**src/rtl/dma_timing_control_pkg.sv**
```systemverilog
// Shared constants and types for the DMA timing/arbitration block.
// Covers the channel count, FSM states, transfer types and command-bit positions.
package dmaRegConfigPkg;
    localparam int CHANNELS    = 4;
    localparam int CMD_DISABLE = 2;
    localparam int CMD_ROTATE  = 4;

    typedef enum logic [2:0] {
        SI = 3'd0,
        S0 = 3'd1,
        S1 = 3'd2,
        S2 = 3'd3,
        S3 = 3'd4,
        S4 = 3'd5
    } state_t;

    typedef enum logic [1:0] {
        XFER_VERIFY  = 2'b00,
        XFER_WRITE   = 2'b01,
        XFER_READ    = 2'b10,
        XFER_ILLEGAL = 2'b11
    } xfer_t;

    function automatic logic [1:0] onehot_to_idx(input logic [CHANNELS-1:0] oh);
        logic [1:0] r;
        r = '0;
        for (int i = 0; i < CHANNELS; i++) begin
            if (oh[i]) r = 2'(i);
        end
        return r;
    endfunction
endpackage

```
**src/rtl/dma_priority_resolver.sv**
```systemverilog
// Combinational channel picker: fixed (ch0 highest) or rotating from rotation_ptr.
// The grant is one-hot, or zero when nothing is eligible.
module dma_priority_resolver
    import dmaRegConfigPkg::*;
(
    input  logic [CHANNELS-1:0] eligible,
    input  logic [1:0]          rotation_ptr,
    input  logic                rotate,
    output logic [CHANNELS-1:0] grant
);
    logic       found;
    logic [1:0] base;
    logic [1:0] idx;

    always_comb begin
        grant = '0;
        found = 1'b0;
        idx   = '0;
        base  = rotate ? rotation_ptr : 2'd0;
        // Walk channels starting at the highest-priority slot; 2-bit index wraps.
        for (int i = 0; i < CHANNELS; i++) begin
            idx = base + 2'(i);
            if (!found && eligible[idx]) begin
                grant[idx] = 1'b1;
                found      = 1'b1;
            end
        end
    end
endmodule

```
**src/rtl/dma_timing_control.sv**
```systemverilog
// Arbitration, HRQ/HLDA handshake and single-transfer timing for the 4-channel DMA.
// All outputs are Moore-decoded from the registered state and latched grant.
module dma_timing_control
    import dmaRegConfigPkg::*;
(
    input  logic                  CLK,
    input  logic                  RESET,
    input  logic [CHANNELS-1:0]   DREQ,
    input  logic                  HLDA,
    input  logic                  EOP_N,
    input  logic [7:0]            commandReg,
    input  logic [CHANNELS-1:0]   maskReg,
    input  logic [2*CHANNELS-1:0] modeXfer,
    input  logic                  tcIn,
    output logic                  HRQ,
    output logic [CHANNELS-1:0]   DACK,
    output logic                  AEN,
    output logic                  ADSTB,
    output logic                  MEMR_N,
    output logic                  MEMW_N,
    output logic                  IOR_N,
    output logic                  IOW_N,
    output logic                  loadAddr,
    output logic                  updateCurrentAddressReg,
    output logic                  updateCurrentWordCountReg,
    output logic                  intEOP,
    output logic                  programCondition,
    output state_t                fsm_state
);
    state_t              state, next_state;
    logic [CHANNELS-1:0] grant, arb_grant, eligible;
    logic [1:0]          rot_ptr, grant_idx;
    logic                eop_seen;
    xfer_t               xfer;
    logic                is_read, is_write;
    logic                unused_cmd_bits;

    assign unused_cmd_bits = ^{commandReg[7:5], commandReg[3], commandReg[1:0]};

    assign eligible  = commandReg[CMD_DISABLE] ? '0 : (DREQ & ~maskReg);
    assign grant_idx = onehot_to_idx(grant);
    assign xfer      = xfer_t'(modeXfer[{grant_idx, 1'b0} +: 2]);
    assign is_read   = (xfer == XFER_READ);
    assign is_write  = (xfer == XFER_WRITE);
    assign fsm_state = state;

    dma_priority_resolver u_resolver (
        .eligible     (eligible),
        .rotation_ptr (rot_ptr),
        .rotate       (commandReg[CMD_ROTATE]),
        .grant        (arb_grant)
    );

    always_ff @(posedge CLK) begin
        if (RESET) state <= SI;
        else       state <= next_state;
    end

    // Grant is latched only in SI, so command/mask changes never disturb a transfer.
    always_ff @(posedge CLK) begin
        if (RESET) begin
            grant    <= '0;
            rot_ptr  <= 2'd0;
            eop_seen <= 1'b0;
        end else begin
            case (state)
                SI: begin
                    grant    <= arb_grant;
                    eop_seen <= 1'b0;
                end
                S2, S3: if (!EOP_N) eop_seen <= 1'b1;
                S4:     rot_ptr <= grant_idx + 2'd1;
                default: ;
            endcase
        end
    end

    always_comb begin
        next_state = state;
        case (state)
            SI: if (|eligible) next_state = S0;
            S0: begin
                if (!(|(grant & DREQ))) next_state = SI;
                else if (HLDA)          next_state = S1;
            end
            S1:      next_state = HLDA ? S2 : SI;
            S2:      next_state = HLDA ? S3 : SI;
            S3:      next_state = HLDA ? S4 : SI;
            default: next_state = SI;
        endcase
    end

    always_comb begin
        HRQ                       = (state != SI);
        DACK                      = '0;
        AEN                       = 1'b0;
        ADSTB                     = 1'b0;
        MEMR_N                    = 1'b1;
        MEMW_N                    = 1'b1;
        IOR_N                     = 1'b1;
        IOW_N                     = 1'b1;
        loadAddr                  = 1'b0;
        updateCurrentAddressReg   = 1'b0;
        updateCurrentWordCountReg = 1'b0;
        intEOP                    = 1'b0;
        programCondition          = (state == SI) && !HLDA;
        if (state inside {S1, S2, S3, S4}) begin
            AEN  = 1'b1;
            DACK = grant;
        end
        case (state)
            S1: begin
                ADSTB    = 1'b1;
                loadAddr = 1'b1;
            end
            S2: begin
                MEMR_N = !is_read;
                IOR_N  = !is_write;
            end
            S3: begin
                MEMR_N = !is_read;
                IOR_N  = !is_write;
                IOW_N  = !is_read;
                MEMW_N = !is_write;
            end
            S4: begin
                updateCurrentAddressReg   = 1'b1;
                updateCurrentWordCountReg = 1'b1;
                intEOP                    = tcIn | eop_seen;
            end
            default: ;
        endcase
    end
endmodule

```
**config.mk**
```make
export PLATFORM = sky130hd
export DESIGN_NAME = dma_timing_control
export DESIGN_NICKNAME = d
export VERILOG_FILES = /design/src/rtl/dma_timing_control_pkg.sv /design/src/rtl/dma_priority_resolver.sv /design/src/rtl/dma_timing_control.sv
export SDC_FILE = /design/constraint.sdc
export NUM_CORES = 1
export LEC_CHECK = 0
export BUFFER_PORTS_ARGS = -buffer_cell sky130_fd_sc_hd__buf_2
export CELL_PAD_IN_SITES_DETAIL_PLACEMENT = 1
export CELL_PAD_IN_SITES_GLOBAL_PLACEMENT = 2
export CORE_AREA = 2 2 67 75
export CTS_CLUSTER_DIAMETER = 200
export DETAILED_ROUTE_END_ITERATION = 8
export DIE_AREA = 0 0 69 77
export GPL_TIMING_DRIVEN = 0
export HOLD_SLACK_MARGIN = 0.06
export PLACE_DENSITY = 0.85
export SYNTH_ARGS = -nofsm -noshare
export SYNTH_HDL_FRONTEND = slang
export SYNTH_SLANG_ARGS = --single-unit
```
**constraint.sdc**
```tcl
create_clock -name CLK -period 2.8 [get_ports CLK]
set_input_delay 0.14 -clock CLK [delete_from_list [all_inputs] [get_ports CLK]]
set_output_delay 0.14 -clock CLK [all_outputs]
set_load 0.02 [all_outputs]
```
==> results by stage, run 1 <==
CTS:
- The CTS tree is built.
- The count of buffers added by post-CTS timing repair for setup is 0.
- The worst-skew pair later-pin latency is roughly 0.23 ns.
- The clock passes through at most 2 buffers.
- Once the clock tree was built, the resizer swapped 0 gates to a different size.
- CTS saw 10 sinks.
- The count of hold buffers inserted by post-cts repair is 0.
- Clock-pin slew was measured on the worst setup and hold paths at 0.05 ns.
- CTS built an H-tree with a depth of 1.
- The clock tree root driver cell is sky130_fd_sc_hd__clkbuf_8.
- In this run, CTS created clock tree buffers numbering 3.

Worst setup path:
- The class of the most critical setup path is flop to flop.
- In this design, the largest share of critical-path delay is due to multiplexers.
- For this run, the slowest stage of the critical path takes 0.53 ns.
- The required time at the worst-slack endpoint is 2.89 ns.
- Walking the worst path, the cells encountered are and2_1 > ha_1 > mux4_2 > and3b_2 > a22oi_1 > a211oi_2.
- The biggest fanout along the worst timing path is 6.
- Together, buffers and inverters on the worst path number 0.
- The slowest cell on the critical path is sky130_fd_sc_hd__mux4_2.
- STA classifies the critical path endpoint as a flop.
- The worst path arrival time is 2.20 ns.
- The critical path startpoint category is a flop.

Cells and area:
- The number of antenna diodes in the final layout is 0.
- The signed area change from the synthesized netlist to the final layout is 28.4%.
- Leaving out filler cells and counting taps, the final layout contains 240.
- Counting the fill cells in the layout gives 585.
- The number of nets at the end of the flow is 222.
- After routing the design area is approximately 1400 µm².
- The ratio of cells with drive above 1 in the final layout is 32.6%.

GRT:
- The total global routing track utilization is approximately an eighth.
- Summed over all layers, the global routing overflow is 0.
- The first global-routing pass estimated about 5700 µm of wire.
- The pin count of the biggest net entering global routing is 11.
- The number of global-route vias before repair is between 1000 and 1500.
- The initial antenna violation count was 0.

Routing:
- The aggregate routed wire length is 3270 µm.
- The detail route stage leaves a number of antenna-violating nets equal to 0.
- The overall via count from detail_route is 1178.
- The number of optimization iterations in the first detailed-route pass is 4.
- The residual DRC count is 0.
- The per-cell routed wire length is 13.6 µm.
- Using the TritonRoute via totals, the vias-per-cell ratio works out to ~5.
- The number of violations reported at the end of detailed-routing iteration 0 is 17.

Synthesis:
- The synthesized instance count is 141.
- Sorting the synthesized cells by area gives the leading types as sky130_fd_sc_hd__dfxtp_1 18%, sky130_fd_sc_hd__ha_1 8.0%, sky130_fd_sc_hd__nor2_1 6.2%, sky130_fd_sc_hd__mux4_2 6.2%, sky130_fd_sc_hd__a211oi_2 4.6%.
- sky130_fd_sc_hd__dfxtp_1 takes more of the synthesized area than any other cell.
- Of all flip-flops after synthesis, the portion carrying an async set or reset was 0%.
- After synthesis, the largest area contributor takes up 18.3% of total cell area.
- In the synthesized netlist the dominant register cell turns out to be sky130_fd_sc_hd__dfxtp_1.
- The synthesis-stage register bit count is 10.
- The total standard cell area after synthesis is approximately 1100 µm².
- Sequential elements use 18.3% of the synthesized area.
- The proportion of synthesized area in mux cells is 10.8%.
- The number of warning messages in the yosys log is 0.
- Counting flops with a built-in enable in the synthesized netlist gives 0.
- The average instance area after synthesis is approximately 7.8 µm².
- The area share of and/or/nand/nor cells after synthesis is a little over a third.
- The synthesized-area fraction occupied by ao, oa, aoi and oai cells is 20.3%.
- The parity-gate share of the synthesized area counting xor and xnor cells is 0%.
- By area, the combinational part of the netlist is dominated by simple AND/OR/NAND/NOR gates.
- Counting every net in the synthesized netlist gives 177.
- Synthesis instantiated 38 different standard cells from the library.
- Summing the areas of all fa, ha and maj instances in the mapped netlist gives 8.90% of the synthesized area.

Placement:
- The final weighted congestion of routability-driven global placement is 0.800.
- Detailed placement finished with a half-perimeter wire length of roughly 2700 µm.
- The count of buffers added on input and output ports is 40.
- The placed instances occupy a cell area of 1370 µm².
- In this run, placement finished with an instance count of 237.

STA:
- Timing would allow up to between 400 and 500 MHz.
- Headroom to the max-slew limit came out at 50.9%.
- The final critical path takes up approximately 76% of the cycle.
- Setup violations remaining at the end of the flow were counted as 0.
- The number of hold-slack violations in the final timing report is 0.
- The number of pins with negative max-slew slack in the final report is 0.
- Across the routed clock network, the largest skew measured is 0.00278 ns.
- The worst-case hold slack is 0.221 ns.
- The final setup TNS is 0 ns.
- The final period demand of the worst path is 2.11 ns.
- At the pin with the least slew margin, the transition time is 0.730 ns.
- Setup repair after global routing left no endpoint under its margin.

Floorplanning:
- The initial core utilization is roughly a quarter.
- The die covers 5310 µm².
- 48 I/O pins were placed.
- The die height is around 77 µm.
- The area of the core is ~4600 µm².
- The die extent in x is 69 µm.
- The standard-cell row count is 26.

Run status:
- The run finished with clean final reports.

Power and ir drop:
- The analysis attributes to cell leakage a power of slightly above 0.6 nW.
- The worst IR drop on VDD is 292 µV.
- Power spread over the standard cell area amounts to 294 nW/µm².

Run:
- The max-capacitance violation count is 0.

Min path:
- The tightest min-delay check is of the input pin to flop type.
## placed cells by master, fill, tap and decap left out, types with 2 or more instances in the layout
master                      n
sky130_fd_sc_hd__buf_2     40
sky130_fd_sc_hd__nor2_1    18
sky130_fd_sc_hd__dfxtp_1   10
sky130_fd_sc_hd__nand2_1    9
sky130_fd_sc_hd__inv_1      7
sky130_fd_sc_hd__ha_1       7
sky130_fd_sc_hd__nand2b_1   6
sky130_fd_sc_hd__and2_1     6
sky130_fd_sc_hd__a21oi_1    6
sky130_fd_sc_hd__nor3_1     5
sky130_fd_sc_hd__a22oi_1    5
sky130_fd_sc_hd__clkbuf_1   4
sky130_fd_sc_hd__mux2i_1    4
sky130_fd_sc_hd__nand4_1    4
sky130_fd_sc_hd__a211oi_1   4
sky130_fd_sc_hd__or3b_1     4
sky130_fd_sc_hd__a211oi_2   4
sky130_fd_sc_hd__nand3b_1   3
sky130_fd_sc_hd__o21ai_1    3
sky130_fd_sc_hd__mux4_2     3
sky130_fd_sc_hd__nor4_1     3
sky130_fd_sc_hd__clkbuf_8   3
sky130_fd_sc_hd__inv_2      2
sky130_fd_sc_hd__or3b_2     2
sky130_fd_sc_hd__o21ai_0    2
sky130_fd_sc_hd__nor2b_1    2
sky130_fd_sc_hd__a31oi_1    2
sky130_fd_sc_hd__a41oi_1    2
sky130_fd_sc_hd__and2b_1    2
sky130_fd_sc_hd__buf_4      2
## kinds of logic (layout without fill, tap and decap cells)
kind of cell / after synthesis / count (layout)
flip-flops: 10 / 10
buffers and inverters: 16 / 59
AO/OA/AOI/OAI: 30 / 30
multiplexers: 8 / 8
adder cells (fa/ha/maj): 8 / 8
AND/OR/NAND/NOR: 69 / 69
## cells in the mapped netlist, types with 4 or more instances
cell,instances
sky130_fd_sc_hd__a21oi_1,6
sky130_fd_sc_hd__dfxtp_1,10
sky130_fd_sc_hd__nand4_1,4
sky130_fd_sc_hd__and2_1,6
sky130_fd_sc_hd__a211oi_1,4
sky130_fd_sc_hd__nor3_1,5
sky130_fd_sc_hd__inv_1,7
sky130_fd_sc_hd__ha_1,7
sky130_fd_sc_hd__nand2b_1,6
sky130_fd_sc_hd__a22oi_1,5
sky130_fd_sc_hd__mux2i_1,4
sky130_fd_sc_hd__nor2_1,18
sky130_fd_sc_hd__or3b_1,4
sky130_fd_sc_hd__clkbuf_1,4
sky130_fd_sc_hd__nand2_1,9
sky130_fd_sc_hd__a211oi_2,4
## where the power goes
group | total [mW] | switching (mW) | leakage (nW) | internal (mW)
sequential | 0.152 | 0.00270 | 0.0813 | 0.149
clock | 0.143 | 0.0498 | 0.0216 | 0.0936
combinational | 0.119 | 0.0698 | 0.506 | 0.0491
## worst paths after layout
| check | from | to | slack (ns) | depth (start not counted) |
|---|---|---|---|---|
| setup / recovery | rot_ptr[0]$_SDFFE_PP0P_ | grant[0]$_SDFFE_PP0P_ | 0.69 | 6 |
| hold / removal | EOP_N | eop_seen$_SDFFE_PP0P_ | 0.22 | 3 |
| setup reg to reg | rot_ptr[0]$_SDFFE_PP0P_ | grant[0]$_SDFFE_PP0P_ | 0.69 | 6 |
| hold reg to reg | rot_ptr[0]$_SDFFE_PP0P_ | rot_ptr[0]$_SDFFE_PP0P_ | 0.49 | 2 |
## layer usage
layer  vias up  track usage [%]  share of wire, %
li1        596                -                 -
met1       558             14.7                44
met2        20             24.2                53
met3         4            0.788               2.6
met4         0             4.71               1.1
met5         -                0                 0
## flip-flops by register name (all words and copies together) (netlist names)
register	flops
grant	4
fsm_state	3
rot_ptr	2
eop_seen	1
## worst reg2reg max path, cell delays in order, from the launching register on
cell                       delay (ns)
sky130_fd_sc_hd__dfxtp_1         0.30
sky130_fd_sc_hd__and2_1          0.22
sky130_fd_sc_hd__ha_1            0.38
sky130_fd_sc_hd__mux4_2          0.53
sky130_fd_sc_hd__and3b_2         0.25
sky130_fd_sc_hd__a22oi_1         0.19
sky130_fd_sc_hd__a211oi_2        0.10
## per-stage QoR
stage	total power [mW]	worst slack, ns	util (%)
detailed placement	0.274	0.679	30.0
global placement	0.271	0.682	30.0
floorplan	0.232	0.846	-
finish	0.414	0.686	30.9
CTS	0.420	0.670	30.9
global route	0.438	0.500	30.9
## area by class of cell
cell class	instances	area (µm²)	area share (%)
Timing Repair Buffer	40	200	14.2
Clock buffer	3	41.3	2.93
Sequential cell	10	200	14.2
Inverter	9	33.8	2.40
Multi-Input combinational cell	115	828	58.8
Tap cell	56	70.1	4.98
Buffer	7	33.8	2.40
Power figures use the tool's default switching activity.
==> inputs of run 2 (changes only) <==
- clock period: 2.8 -> 2.18 ns (I/O delays scaled with it)
==> results by stage, run 2 (synthesis gave the netlist of run 1 again) <==
Min path:
- The min-delay analysis places its worst path in the category input pin to flop.
- The startpoint identified for the worst hold timing path is EOP_N.
- The capture endpoint of the worst hold path is eop_seen$_SDFFE_PP0P_.
- The cell count of the worst hold path is 3 (unchanged).

STA:
- The number of hold-slack violations in the final timing report is 0 (unchanged).
- The worst clock skew is 0.00242 ns (-0.000368 ns).
- The final worst-path cycle share is 93.5% (+18 points).
- The fmax is 490 MHz (+3.7%).
- The pin slew with the least headroom to its limit is 0.545 ns (-0.185 ns).
- The final period demand of the worst path is 2.04 ns (-0.0749 ns).
- The final setup TNS is 0 ns (unchanged).
- The number of pins with negative max-slew slack in the final report is 0 (unchanged).
- The final setup violation count was 0 (unchanged).
- The final worst slack came to 0.141 ns (-0.545 ns).
- Setup repair after global routing left no endpoint under its margin.
- The worst slew margin relative to its limit is 63.7% (+13 points).

Worst setup path:
- The required time at the worst-slack endpoint is 2.27 ns (-0.62 ns).
- STA classifies the critical path endpoint as a flop.
- The register-to-register setup slack was 0.14 ns (-0.55 ns).
- The worst path arrival time came to 2.13 ns (-0.07 ns).
- The biggest fanout along the worst timing path is 6 (unchanged).
- The terminus of the critical flop-to-flop path is grant[0]$_SDFFE_PP0P_.
- The first element of the critical path is rot_ptr[0]$_SDFFE_PP0P_.
- The class of the most critical setup path is flop to flop.
- The worst register-to-register path begins at rot_ptr[0]$_SDFFE_PP0P_.
- The critical path startpoint category is a flop.
- The number of cells traversed by the worst register-to-register path was 6 (unchanged).

Routing:
- The number of violations reported at the end of detailed-routing iteration 0 was 22 (+5).
- The residual DRC count is 0 (unchanged).
- The per-cell routed wire length is 13.8 µm (+1.3%).
- The overall via count from detail_route is 1172 (-0.51%).
- The routed via count divided by cell count is 4.88 (-0.51%).
- The number of routed nets with antenna violations came to 0 (unchanged).
- The aggregate routed wire length is 3310 µm (+1.3%).
- The number of optimization iterations in the first detailed-route pass is 4 (unchanged).

Cells and area:
- The number of fill cells is 584 (-0.17%).
- The flip-flop count of the largest register, all copies and words added is 4 (unchanged).
- The number of nets at the end of the flow is 222 (unchanged).
- The non-filler instance count after layout is 240 (unchanged).
- The top cell types in the final layout, fill and taps aside, are 40 x sky130_fd_sc_hd__buf_2, 18 x sky130_fd_sc_hd__nor2_1, 10 x sky130_fd_sc_hd__dfxtp_1.
- The count of antenna diodes in the layout was 0 (unchanged).
- The signed area change from the synthesized netlist to the final layout is 30.4%.
- Ranked by flip-flop count, first place goes to grant.
- The ratio of cells with drive above 1 in the final layout is 34.8% (+2.2 points).
- The most common cell after layout, fill and taps aside is sky130_fd_sc_hd__buf_2.

Floorplanning:
- The standard-cell row count is 26 (unchanged).
- The area of the core came to 4550 µm² (unchanged).
- The area enclosed by the die boundary is 5310 µm² (unchanged).
- The die extent in x is 69 µm (unchanged).
- The I/O pin count was 48 (unchanged).
- The initial core utilization came to 24.1% (unchanged).
- The die height is 77 µm (unchanged).

Placement:
- The total of buffers placed on input and output ports is 40 (unchanged).
- The final HPWL from detailed placement was 2720 µm (unchanged).
- The number of cells in the design after placement was 237 (unchanged).
- The worst slack at placement is 0.0589 ns (-0.620 ns).
- The final weighted congestion of routability-driven global placement was 0.800 (unchanged).

CTS:
- The worst-skew pair later-pin latency is 0.23 ns (about the same).
- The H-tree depth was 1 (unchanged).
- The total CTS buffers was 3 (unchanged).
- The count of hold buffers inserted by post-cts repair is 0 (unchanged).
- The CTS clock-pin slew for the worst setup and hold paths is 0.05 ns (about the same).
- The buffer depth of the longest clock path came to 2 (unchanged).
- TritonCTS built the clock tree.
- The clock tree root driver cell is sky130_fd_sc_hd__clkbuf_8.
- The clock sink count is 10 (unchanged).

Run status:
- The run finished with clean final reports.

GRT:
- The met1 layer usage reported by global route is 14.7% (unchanged).
- The routing usage on met3 was 0.788% (unchanged).
- The global routing's busiest layer is met2.
- The number of global-route vias before repair came to 1268 (unchanged).
- The total grt overflow is 0 (unchanged).
- The global-route track usage on met2 was 24.2% (unchanged).
- The initial antenna violation count was 0 (unchanged).
- The wire length of the first global-routing pass is 5700 µm (unchanged).
- The total global routing track utilization is 12.7% (unchanged).
- The pin count of the biggest net entering global routing came to 11 (unchanged).

Power and ir drop:
- The power per cell area is 374 nW/µm² (+27%).
- The leakage power figure is 0.612 nW (+0.55%).
- The worst IR drop on VDD is 351 µV (+20%).

Run:
- The max-capacitance violation count is 0 (unchanged).
## run 2: worst max-delay path, stage by stage, from the launching register on
cell and delay [ns]:
sky130_fd_sc_hd__dfxtp_1 0.30, sky130_fd_sc_hd__and2_2 0.24, sky130_fd_sc_hd__ha_4 0.30, sky130_fd_sc_hd__mux4_2 0.51, sky130_fd_sc_hd__and3b_2 0.25, sky130_fd_sc_hd__a22oi_1 0.19, sky130_fd_sc_hd__a211oi_2 0.10
## run 2: final cells by class
| cell class | count | area (µm²) | area share [%] |
|---|---|---|---|
| Buffer | 7 | 33.8 | 2.36 |
| Clock buffer | 3 | 41.3 | 2.89 |
| Inverter | 9 | 33.8 | 2.36 |
| Multi-Input combinational cell | 115 | 850 | 59.5 |
| Sequential cell | 10 | 200 | 14.0 |
| Tap cell | 56 | 70.1 | 4.90 |
| Timing Repair Buffer | 40 | 200 | 14.0 |
## run 2: where the power goes
group          total, mW  internal, mW  switching [mW]
sequential         0.195         0.192         0.00354
combinational      0.154        0.0637          0.0907
clock              0.185         0.120          0.0643
## run 2: routing by layer
| metal | up-vias | part of all wire [%] |
|---|---|---|
| met5 | - | 0 |
| met2 | 20 | 53 |
| li1 | 597 | - |
| met1 | 551 | 43 |
| met4 | 0 | 1.1 |
| met3 | 4 | 2.6 |
## run 2: through the flow
stage | hold WS, ns | utilization, % | cell area [µm²] | total power, mW
6_report | 0.191 | 31.4 | 1430 | 0.534
5_1_grt | 0.203 | 31.4 | 1430 | 0.564
4_1_cts | 0.185 | 30.9 | 1410 | 0.539
3_5_place_dp | 0.420 | 30.0 | 1370 | 0.351
3_3_place_gp | 0.426 | 30.0 | 1370 | 0.348
2_1_floorplan | 0.296 | - | 1100 | 0.298
## run 2: worst max-delay path by stage
| stage | end | depth (start not counted) |
|---|---|---|
| 3_3_place_gp | grant[0]$_SDFFE_PP0P_ | 6 |
| 3_5_place_dp | grant[1]$_SDFFE_PP0P_ | 6 |
| 4_1_cts | grant[1]$_SDFFE_PP0P_ | 6 |
| 5_1_grt | grant[0]$_SDFFE_PP0P_ | 6 |
| 2_1_floorplan | grant[0]$_SDFFE_PP0P_ | 6 |
| 6_report | grant[0]$_SDFFE_PP0P_ | 6 |
## run 2: repair_timing
item,CTS,global route
setup endpoints to repair,0,5
resized for setup,0,4
buffers inserted,0,0
hold endpoints to repair,0,0
